**config.mk**
```make
export PLATFORM = sky130hd
export DESIGN_NAME = wasm_mem_unit
export DESIGN_NICKNAME = d
export VERILOG_FILES = /design/src/rtl/wasm_mem_pkg.sv /design/src/rtl/wasm_load_extend.sv /design/src/rtl/wasm_mem_unit.sv
export SDC_FILE = /design/constraint.sdc
export NUM_CORES = 1
export LEC_CHECK = 0
export BUFFER_PORTS_ARGS = -buffer_cell sky130_fd_sc_hd__buf_2
export CORE_ASPECT_RATIO = 0.6
export CORE_MARGIN = 3
export CORE_UTILIZATION = 55
export DETAILED_ROUTE_END_ITERATION = 6
export PLACE_DENSITY = 0.78
export REMOVE_ABC_BUFFERS = 1
export SLEW_MARGIN = 20
export SYNTH_ARGS = -nofsm -noshare
export SYNTH_HDL_FRONTEND = slang
export SYNTH_HIERARCHICAL = 1
export SYNTH_SLANG_ARGS = --single-unit
```
**constraint.sdc**
```tcl
create_clock -name clk -period 3.8 [get_ports clk]
set_input_delay 0.19 -clock clk [delete_from_list [all_inputs] [get_ports clk]]
set_output_delay 0.19 -clock clk [all_outputs]
set_load 0.01 [all_outputs]
```
**src/rtl/wasm_mem_pkg.sv**
```systemverilog
// Shared types and op-decoding helpers for the WASM linear-memory load/store unit.
// Used by wasm_mem_unit, which has one build option: WASM_MEM_ALIGN_TRAP_EN.
package wasm_mem_pkg;

  localparam int unsigned WORD_W = 32;
  localparam int unsigned KIND_W = 4;

  typedef enum logic [KIND_W-1:0] {
    LD32  = 4'd0,
    LD8S  = 4'd1,
    LD8U  = 4'd2,
    LD16S = 4'd3,
    LD16U = 4'd4,
    ST32  = 4'd5,
    ST8   = 4'd6,
    ST16  = 4'd7
  } op_kind_e;

  typedef enum logic [1:0] {
    ST_IDLE = 2'd0,
    ST_REQ  = 2'd1,
    ST_REL  = 2'd2,
    ST_RESP = 2'd3
  } state_e;

  function automatic logic [2:0] kind_size(input logic [KIND_W-1:0] kind);
    case (kind)
      LD32, ST32:         kind_size = 3'd4;
      LD16S, LD16U, ST16: kind_size = 3'd2;
      default:            kind_size = 3'd1;
    endcase
  endfunction

  function automatic logic kind_is_store(input logic [KIND_W-1:0] kind);
    kind_is_store = (kind == ST32) || (kind == ST8) || (kind == ST16);
  endfunction

  function automatic logic kind_is_signed(input logic [KIND_W-1:0] kind);
    kind_is_signed = (kind == LD8S) || (kind == LD16S);
  endfunction

endpackage

```
**src/rtl/wasm_load_extend.sv**
```systemverilog
// Sign/zero extension of the little-endian assembled load bytes by op kind.
// Store kinds and illegal kinds produce zero.
module wasm_load_extend
  import wasm_mem_pkg::*;
(
  input  logic [KIND_W-1:0] kind,
  input  logic [WORD_W-1:0] raw,
  output logic [WORD_W-1:0] data_c
);

  logic sign;

  always_comb begin
    data_c = '0;
    sign   = 1'b0;
    case (kind)
      LD32: data_c = raw;
      LD8S, LD8U: begin
        sign   = kind_is_signed(kind) & raw[7];
        data_c = {{24{sign}}, raw[7:0]};
      end
      LD16S, LD16U: begin
        sign   = kind_is_signed(kind) & raw[15];
        data_c = {{16{sign}}, raw[15:0]};
      end
      default: data_c = '0;
    endcase
  end

endmodule

```
**src/rtl/wasm_mem_unit.sv**
```systemverilog
// WASM i32 load/store sequencer driving a byte-wide four-phase memory port.
// Build option: define WASM_MEM_ALIGN_TRAP_EN to also trap misaligned accesses.
module wasm_mem_unit
  import wasm_mem_pkg::*;
#(
  parameter int unsigned ADDR  = 16,
  parameter int unsigned WIDTH = 32
) (
  input  logic              clk,
  input  logic              rst_n,
  input  logic              op_valid,
  output logic              op_ready,
  input  logic [KIND_W-1:0] op_kind,
  input  logic [WIDTH-1:0]  op_base,
  input  logic [WIDTH-1:0]  op_offset,
  input  logic [WIDTH-1:0]  op_wdata,
  output logic              res_valid,
  input  logic              res_ready,
  output logic [WIDTH-1:0]  res_data,
  output logic              res_trap,
  output logic              mem_req,
  input  logic              mem_ack,
  output logic              mem_we,
  output logic [ADDR-1:0]   mem_addr,
  output logic [7:0]        mem_wdata,
  input  logic [7:0]        mem_rdata
);

  localparam int unsigned EA_W = WIDTH + 1;

  state_e            state_q, state_n;
  logic [ADDR-1:0]   base_q, base_n;
  logic [1:0]        cnt_q, cnt_n, cnt_inc;
  logic [2:0]        size_q, size_n;
  logic [KIND_W-1:0] kind_q, kind_n;
  logic [WIDTH-1:0]  wdata_q, wdata_n;
  logic [WIDTH-1:0]  rbuf_q, rbuf_n;

  logic              op_ready_n, res_valid_n, res_trap_n;
  logic              mem_req_n, mem_we_n;
  logic [WIDTH-1:0]  res_data_n;
  logic [ADDR-1:0]   mem_addr_n;
  logic [7:0]        mem_wdata_n;

  logic [EA_W-1:0]   ea, last;
  logic [2:0]        op_size;
  logic              trap, accept;
  logic [WIDTH-1:0]  ext_data;

  wasm_load_extend u_ext (
    .kind   (kind_q),
    .raw    (rbuf_q),
    .data_c (ext_data)
  );

  // Effective address (with carry) and trap decision for the offered op
  always_comb begin
    op_size = kind_size(op_kind);
    ea      = EA_W'(op_base) + EA_W'(op_offset);
    last    = ea + EA_W'(op_size) - EA_W'(1);
    trap    = ((last >> ADDR) != '0) || op_kind[KIND_W-1];
`ifdef WASM_MEM_ALIGN_TRAP_EN
    trap    = trap || ((op_size == 3'd4) && (ea[1:0] != 2'b00))
                   || ((op_size == 3'd2) && ea[0]);
`endif
  end

  // A lingering ack from an op aborted by reset blocks acceptance
  assign accept = op_valid && op_ready && !mem_ack;

  always_comb begin
    state_n     = state_q;
    base_n      = base_q;
    cnt_n       = cnt_q;
    size_n      = size_q;
    kind_n      = kind_q;
    wdata_n     = wdata_q;
    rbuf_n      = rbuf_q;
    res_valid_n = res_valid;
    res_data_n  = res_data;
    res_trap_n  = res_trap;
    mem_req_n   = mem_req;
    mem_we_n    = mem_we;
    mem_addr_n  = mem_addr;
    mem_wdata_n = mem_wdata;
    cnt_inc     = cnt_q + 2'd1;

    case (state_q)
      ST_IDLE: begin
        if (accept) begin
          if (trap) begin
            state_n     = ST_RESP;
            res_valid_n = 1'b1;
            res_trap_n  = 1'b1;
            res_data_n  = '0;
          end else begin
            state_n     = ST_REQ;
            base_n      = ea[ADDR-1:0];
            size_n      = op_size;
            kind_n      = op_kind;
            wdata_n     = op_wdata;
            cnt_n       = 2'd0;
            rbuf_n      = '0;
            mem_req_n   = 1'b1;
            mem_we_n    = kind_is_store(op_kind);
            mem_addr_n  = ea[ADDR-1:0];
            mem_wdata_n = op_wdata[7:0];
          end
        end
      end
      ST_REQ: begin
        if (mem_ack) begin
          if (!kind_is_store(kind_q)) rbuf_n[{cnt_q, 3'b000} +: 8] = mem_rdata;
          mem_req_n = 1'b0;
          state_n   = ST_REL;
        end
      end
      ST_REL: begin
        if (!mem_ack) begin
          if (3'(cnt_q) == size_q - 3'd1) begin
            state_n     = ST_RESP;
            res_valid_n = 1'b1;
            res_trap_n  = 1'b0;
            res_data_n  = ext_data;
          end else begin
            state_n     = ST_REQ;
            cnt_n       = cnt_inc;
            mem_req_n   = 1'b1;
            mem_addr_n  = base_q + ADDR'(cnt_inc);
            mem_wdata_n = wdata_q[{cnt_inc, 3'b000} +: 8];
          end
        end
      end
      ST_RESP: begin
        if (res_ready) begin
          state_n     = ST_IDLE;
          res_valid_n = 1'b0;
          res_trap_n  = 1'b0;
          res_data_n  = '0;
        end
      end
      default: state_n = ST_IDLE;
    endcase

    op_ready_n = (state_n == ST_IDLE) && !mem_ack;
  end

  always_ff @(posedge clk or negedge rst_n) begin
    if (!rst_n) begin
      state_q   <= ST_IDLE;
      base_q    <= '0;
      cnt_q     <= '0;
      size_q    <= '0;
      kind_q    <= '0;
      wdata_q   <= '0;
      rbuf_q    <= '0;
      op_ready  <= 1'b0;
      res_valid <= 1'b0;
      res_data  <= '0;
      res_trap  <= 1'b0;
      mem_req   <= 1'b0;
      mem_we    <= 1'b0;
      mem_addr  <= '0;
      mem_wdata <= '0;
    end else begin
      state_q   <= state_n;
      base_q    <= base_n;
      cnt_q     <= cnt_n;
      size_q    <= size_n;
      kind_q    <= kind_n;
      wdata_q   <= wdata_n;
      rbuf_q    <= rbuf_n;
      op_ready  <= op_ready_n;
      res_valid <= res_valid_n;
      res_data  <= res_data_n;
      res_trap  <= res_trap_n;
      mem_req   <= mem_req_n;
      mem_we    <= mem_we_n;
      mem_addr  <= mem_addr_n;
      mem_wdata <= mem_wdata_n;
    end
  end

endmodule
```
==> Word level (Yosys, flattened, before mapping) <==
Index checks and enable logic that the tools add are counted.
{ "totals": {"elab_cells": 132, "ff_bits": 152, "out_inout_bits": 61, "in_bits": 113} }
{ "classes": {"n_shift": 3, "muxes": 51, "n_reduce_logical": 28, "add_sub_neg": 7, "eq_ne": 25, "bitwise": 3} }
{ "op_table": {"columns": ["cell", "n"], "rows": [
  ["$mux W32", 9],
  ["$pmux W32 S3", 2],
  ["$mux W16", 4],
  ["$pmux W32 S2", 1],
  ["$add A32 B32 Y33", 1],
  ["$add A33 B3 Y33", 1],
  ["$reduce_bool A33 Y1", 1],
  ["$sub A33 B1 Y33 const B", 1],
  ["$bwmux W32", 1],
  ["$eq A4 B3 Y1 const B", 8],
  ["$mux W8", 4],
  ["$pmux W16 S2", 1],
  ["$shift A8 B7 Y32 const A", 1],
  ["$shiftx A32 B6 Y8", 1],
  ["$shiftx A8 B7 Y32", 1],
  ["$mux W2", 10],
  ["$ne A2 B2 Y1 const B", 9],
  ["$add A16 B2 Y16", 1],
  ["$pmux W8 S2", 1],
  ["$eq A4 B2 Y1 const B", 3],
  ["$mux W1", 12],
  ["$reduce_and A6 Y1", 2],
  ["$reduce_and A5 Y1", 2],
  ["$pmux W1 S3", 3],
  ["other kinds (22)", 37]
]} }

==> Longest topological paths before layout <==
{ "depth": {"depth_word": 12, "ltp_mapped": 30, "ltp_nobuf": 26} }

==> Hierarchy <==
Netlist, hierarchy kept.
{ "by_module_without_submodules": {"columns": ["mod", "n_inst", "area_each_um2", "cells_each", "seq_area_each_um2"], "rows": [
  ["wasm_mem_unit", 1, 10098.4, 1001, 3803.6],
  ["wasm_load_extend", 1, 354.1, 44, 0.0]
]} }

==> Worst setup path before layout <==
Ideal clock, no wire load.
{ "synth_path": {"kind": "input-to-reg", "start": "input op_base[0]", "end": "register kind_q[0]", "setup_time_ns": 0.125, "path_buffers": 3, "path_slack_ns": -2.163, "arrival_ns": 5.838, "stages": 27, "required_time_ns": 3.675, "cell_sequence": "ha_1 fa_1 a211oi_2 o211ai_1 a21o_1 a221oi_1 a21oi_1 a21o_1 a21o_1 xor2_1 ha_1 a21o_1 a21o_1 a21oi_1 nor2b_1 nor2_1 o21ai_0 mux2_2 nor4_1 o2111ai_1 a2111oi_4 nand4_2 or2_1 clkbuf_1 buf_6 buf_6 mux2_4"} }
{ "synth_between": {"elab_chain_cells": 7} }
{ "synth_lines": {"columns": ["element", "line", "text"], "rows": [
  ["start: declaration", "wasm_mem_unit.sv:14", "input logic [WIDTH-1:0] op_base,"],
  ["$add A32 B32 Y33", "wasm_mem_unit.sv:59", "ea = EA_W'(op_base) + EA_W'(op_offset);"],
  ["$add A33 B3 Y33", "wasm_mem_unit.sv:60", "last = ea + EA_W'(op_size) - EA_W'(1);"],
  ["$sub A33 B1 Y33", "wasm_mem_unit.sv:60", null],
  ["$reduce_bool A33 Y1", "wasm_mem_unit.sv:61", "trap = ((last >> ADDR) != '0) || op_kind[KIND_W-1];"],
  ["$logic_or A1 B1 Y1", "wasm_mem_unit.sv:61", null],
  ["$not A1 Y1 (no source line)", null, null],
  ["$reduce_and A3 Y1 (no source line)", null, null],
  ["end signal: assignment", "wasm_mem_unit.sv:170", "kind_q <= kind_n;"],
  ["end: declaration", "wasm_mem_unit.sv:35", "logic [KIND_W-1:0] kind_q, kind_n;"]
]} }
Every way passes these cells.
A chain may end at the register's enable or synchronous reset.

==> Worst setup path after layout <==
{ "layout_path": {"start": "input op_offset[0]", "end": "register base_q[13]"} }
{ "layout_between": {"elab_chain_cells": 7} }
{ "layout_lines": {"columns": ["element", "line", "text"], "rows": [
  ["start: declaration", "wasm_mem_unit.sv:15", "input logic [WIDTH-1:0] op_offset,"],
  ["$add A32 B32 Y33 (*)", "wasm_mem_unit.sv:59", null],
  ["$add A33 B3 Y33", "wasm_mem_unit.sv:60", null],
  ["$sub A33 B1 Y33", "wasm_mem_unit.sv:60", null],
  ["$reduce_bool A33 Y1", "wasm_mem_unit.sv:61", null],
  ["$logic_or A1 B1 Y1", "wasm_mem_unit.sv:61", null],
  ["$not A1 Y1 (no source line)", null, null],
  ["$reduce_and A3 Y1 (no source line)", null, null],
  ["end signal: assignment", "wasm_mem_unit.sv:167", "base_q <= base_n;"],
  ["end: declaration", "wasm_mem_unit.sv:32", "logic [ADDR-1:0] base_q, base_n;"]
]} }
Every way passes the cells marked *; elsewhere a longest branch is shown, timed or not.

==> flow_summary_export.csv <==
group,metric,value,unit
die,rows,38,
worst_setup_path,critical_path.max_stage_delay,0.48,ns
routing,wirelength,37.6,mm
clocking,cts_buffers,17,
worst_setup_path,worstPathRequired,4.08,ns
pwr,p_leak,0.00779,uW
sta,layout_setup_ws,-1.74,ns
sta,fmax,181,MHz
finish,fillers,1009,
placed_design,dp_hpwl,22.2,mm
die,coreArea,18400,um^2
synth,ys.flop_type,"dfrtp_1",
die,start_util,0.570,
sta,drv_slew,0,
synth,synth-edff-count,0,
global_routing,grt_pass1_vias,10900,
routing,ant_nets,0,
global_routing,grt_usage,0.341,
synth,syn_inst,1045,
pwr,peakVddDrop,342,uV
clocking,clk_pin_slew,0.07,ns
finish,layout-drive-gt1-share,0.462,
synth,avgSynthCellArea,10.0,um^2
routing,viasPerCell,6.39,
sta,setup_viol,150,
run_status,violations,"DRC, setup timing",
clocking,tritoncts,"yes",
finish,final_util,0.832,
die,chipWidth,184,um
worst_setup_path,worst_ep_arrival_time,5.82,ns
run_status,outcome,"complete, but fails checks",
routing,drt_pass1_iterations,7,
synth,synth.yosys.seq_area_share,0.364,
worst_setup_path,slowest_stage,"o41ai_4",
finish,layout_commonest_cell,"buf_4",
pwr,p_per_area,543,nW/um^2
routing,drc_errors,1,
sta,slew_headroom,0.276,
worst_setup_path,end_kind,"flop",
synth,synth_area,10500,um^2
sta,fin_crit,5.54,ns
global_routing,grt_pass1_wl,56.7,mm
clocking,clk-insertion-delay-late,0.43,ns
clocking,clk_path_buf_depth,2,
clocking,htree_levels,4,
routing,wl_per_cell,21.7,um
synth,async_flop_share,1.00,
clocking,cts_root_buf,"clkbuf_16",
min_path,worstHoldPathType,"primary input to flop",
worst_setup_path,cp_max_fo,11,
finish,nNetsFinal,1665,
die,boundaryPins,174,
worst_setup_path,crit_top_cell,"buf_4",
synth,synth_cell_types,92,
sta,rsz0062_at_grt,"true",
clocking,cts.sinks,152,
global_routing,antenna_found_initial,1,
worst_setup_path,critical_path_class,"primary input to flop",
global_routing,grt_max_degree,108,
synth,yosysWarnings,6,
global_routing,grt_overflow,0,
finish,antenna_cells,0,
finish,final_cell_mix,"buf_4, buf_2, dfrtp_1",
routing,drtIter0Drc,1069,
sta,tightest_slew,1.08,ns
sta,clock_skew,0.0123,ns
sta,layout_worst_path_cycle_share,1.46,
worst_setup_path,cp-start-kind,"primary input",
die,die_h,113,um
placed_design,io_buffers,173,
synth,ys_ff_latch,152,
placed_design,gp_congestion,0.925,
routing,num_vias,11100,
pwr,power,8300,uW
finish,syn_to_final_growth,46.2,%
die,dieArea,20700,um^2
sta,finalHoldViolCount,0,
job,maxCapViolCount,0,
-- kinds of logic after synthesis --
kind of cell    after synthesis  share of synthesized area
compound gates              379                      0.276
flops                       152                      0.364
xor+xnor                     49                     0.0431
fa+ha+maj                    71                     0.0861
buf+inv                     112                     0.0458
simple gates                231                      0.117
mux                          51                     0.0686
-- metrics by stage --
step	hold WS, ns	setup TNS (ns)	setup WS [ns]	area, um^2	instances
2_1_floorplan	-0.106	-507.52	-3.67	10200	995
3_3_place_gp	0.386	-328.27	-2.27	13200	1644
3_5_place_dp	0.380	-352.49	-2.45	13200	1644
4_1_cts	0.000293	-205.56	-1.44	14900	1725
5_1_grt	0.000118	-278.11	-2.00	15300	1736
6_report	0.00683	-241.88	-1.74	15300	1736
-- sequential cells by signal (all words and copies together), names as in the netlist --
name,count
mem_we,1
mem_wdata,8
res_trap,1
rbuf_q,32
kind_q,4
res_valid,1
state_q,2
base_q,16
size_q,3
op_ready,1
mem_addr,16
wdata_q,32
res_data,32
cnt_q,2
mem_req,1
-- synthesized netlist by cell type, types with 7 or more instances --
cell type,number,area (um^2)
a211oi_1,9,67.6
a21o_1,37,278
a21o_2,16,140
a21oi_1,60,300
a22o_1,33,289
a31oi_1,17,106
a32o_1,32,320
and2_1,11,68.8
and3_1,19,119
buf_2,17,85.1
clkbuf_1,27,101
dfrtp_1,152,3800
ha_1,67,838
inv_1,58,218
mux2_1,22,248
mux2_4,15,225
mux4_2,8,180
nand2_1,61,229
nand2b_1,7,43.8
nand3_1,23,115
nand4_1,9,56.3
nor2_1,34,128
nor2b_1,10,62.6
nor3_1,10,50.1
o211ai_1,10,75.1
o21a_1,9,67.6
o21ai_0,55,275
o21ai_1,17,85.1
o221a_1,24,270
or3_1,16,100
xnor2_1,24,210
xor2_1,23,201
-- repair_timing --
| item | CTS | global route |
|---|---|---|
| pin swaps | 60 | 59 |
| gates resized for setup | 117 | 78 |
| endpoints found under the hold margin | 111 | 2 |
| cloned | 9 | 1 |
| buffers inserted | 36 | 17 |
| endpoints found under the setup margin | 150 | 150 |
| hold buffers | 6 | 2 |
-- per-layer routing --
layer	global-route usage	part of all wire	up-vias
met5	0	0.00035	-
met4	0.135	0.040	2
met3	0.0736	0.11	153
met2	0.527	0.45	767
met1	0.471	0.40	5331
li1	-	-	4846
-- where the power goes --
group | internal [uW] | switching, uW | total [uW]
Combinational | 2160 | 2270 | 4430
Clock | 957 | 772 | 1730
Sequential | 1890 | 251 | 2140
Total | 5010 | 3290 | 8300
-- final timing paths --
path	from	to	slack, ns	depth (start not counted)
setup / recovery	op_offset[0]	base_q[13]	-1.74	27
hold / removal	op_wdata[15]	wdata_q[15]	0.007	2
setup reg to reg	size_q[0]	res_data[25]	0.61	12
hold reg to reg	res_data[20]	res_data[20]	0.49	1
max in group asynchronous	rst_n	wdata_q[26]	2.58	3
min in group asynchronous	rst_n	res_data[1]	0.45	2
-- cell type report --
type,count,area [um^2],area share
multi-input combinational,781,6940,0.454
sequential,152,3800,0.249
timing repair buffer,469,3420,0.224
clock buffer,19,453,0.0296
tap,240,300,0.0197
inverter,62,233,0.0152
clock inverter,13,134,0.00876
-- critical path: cells and delay by family --
kind,cells,cell delay (ns)
AOI/OAI and AO/OA,14,3.43
buffers and inverters,8,1.10
adders and majority gates,3,0.82
and+or+nand+nor,2,0.25
Note: power is estimated with default switching activity, not from simulation.
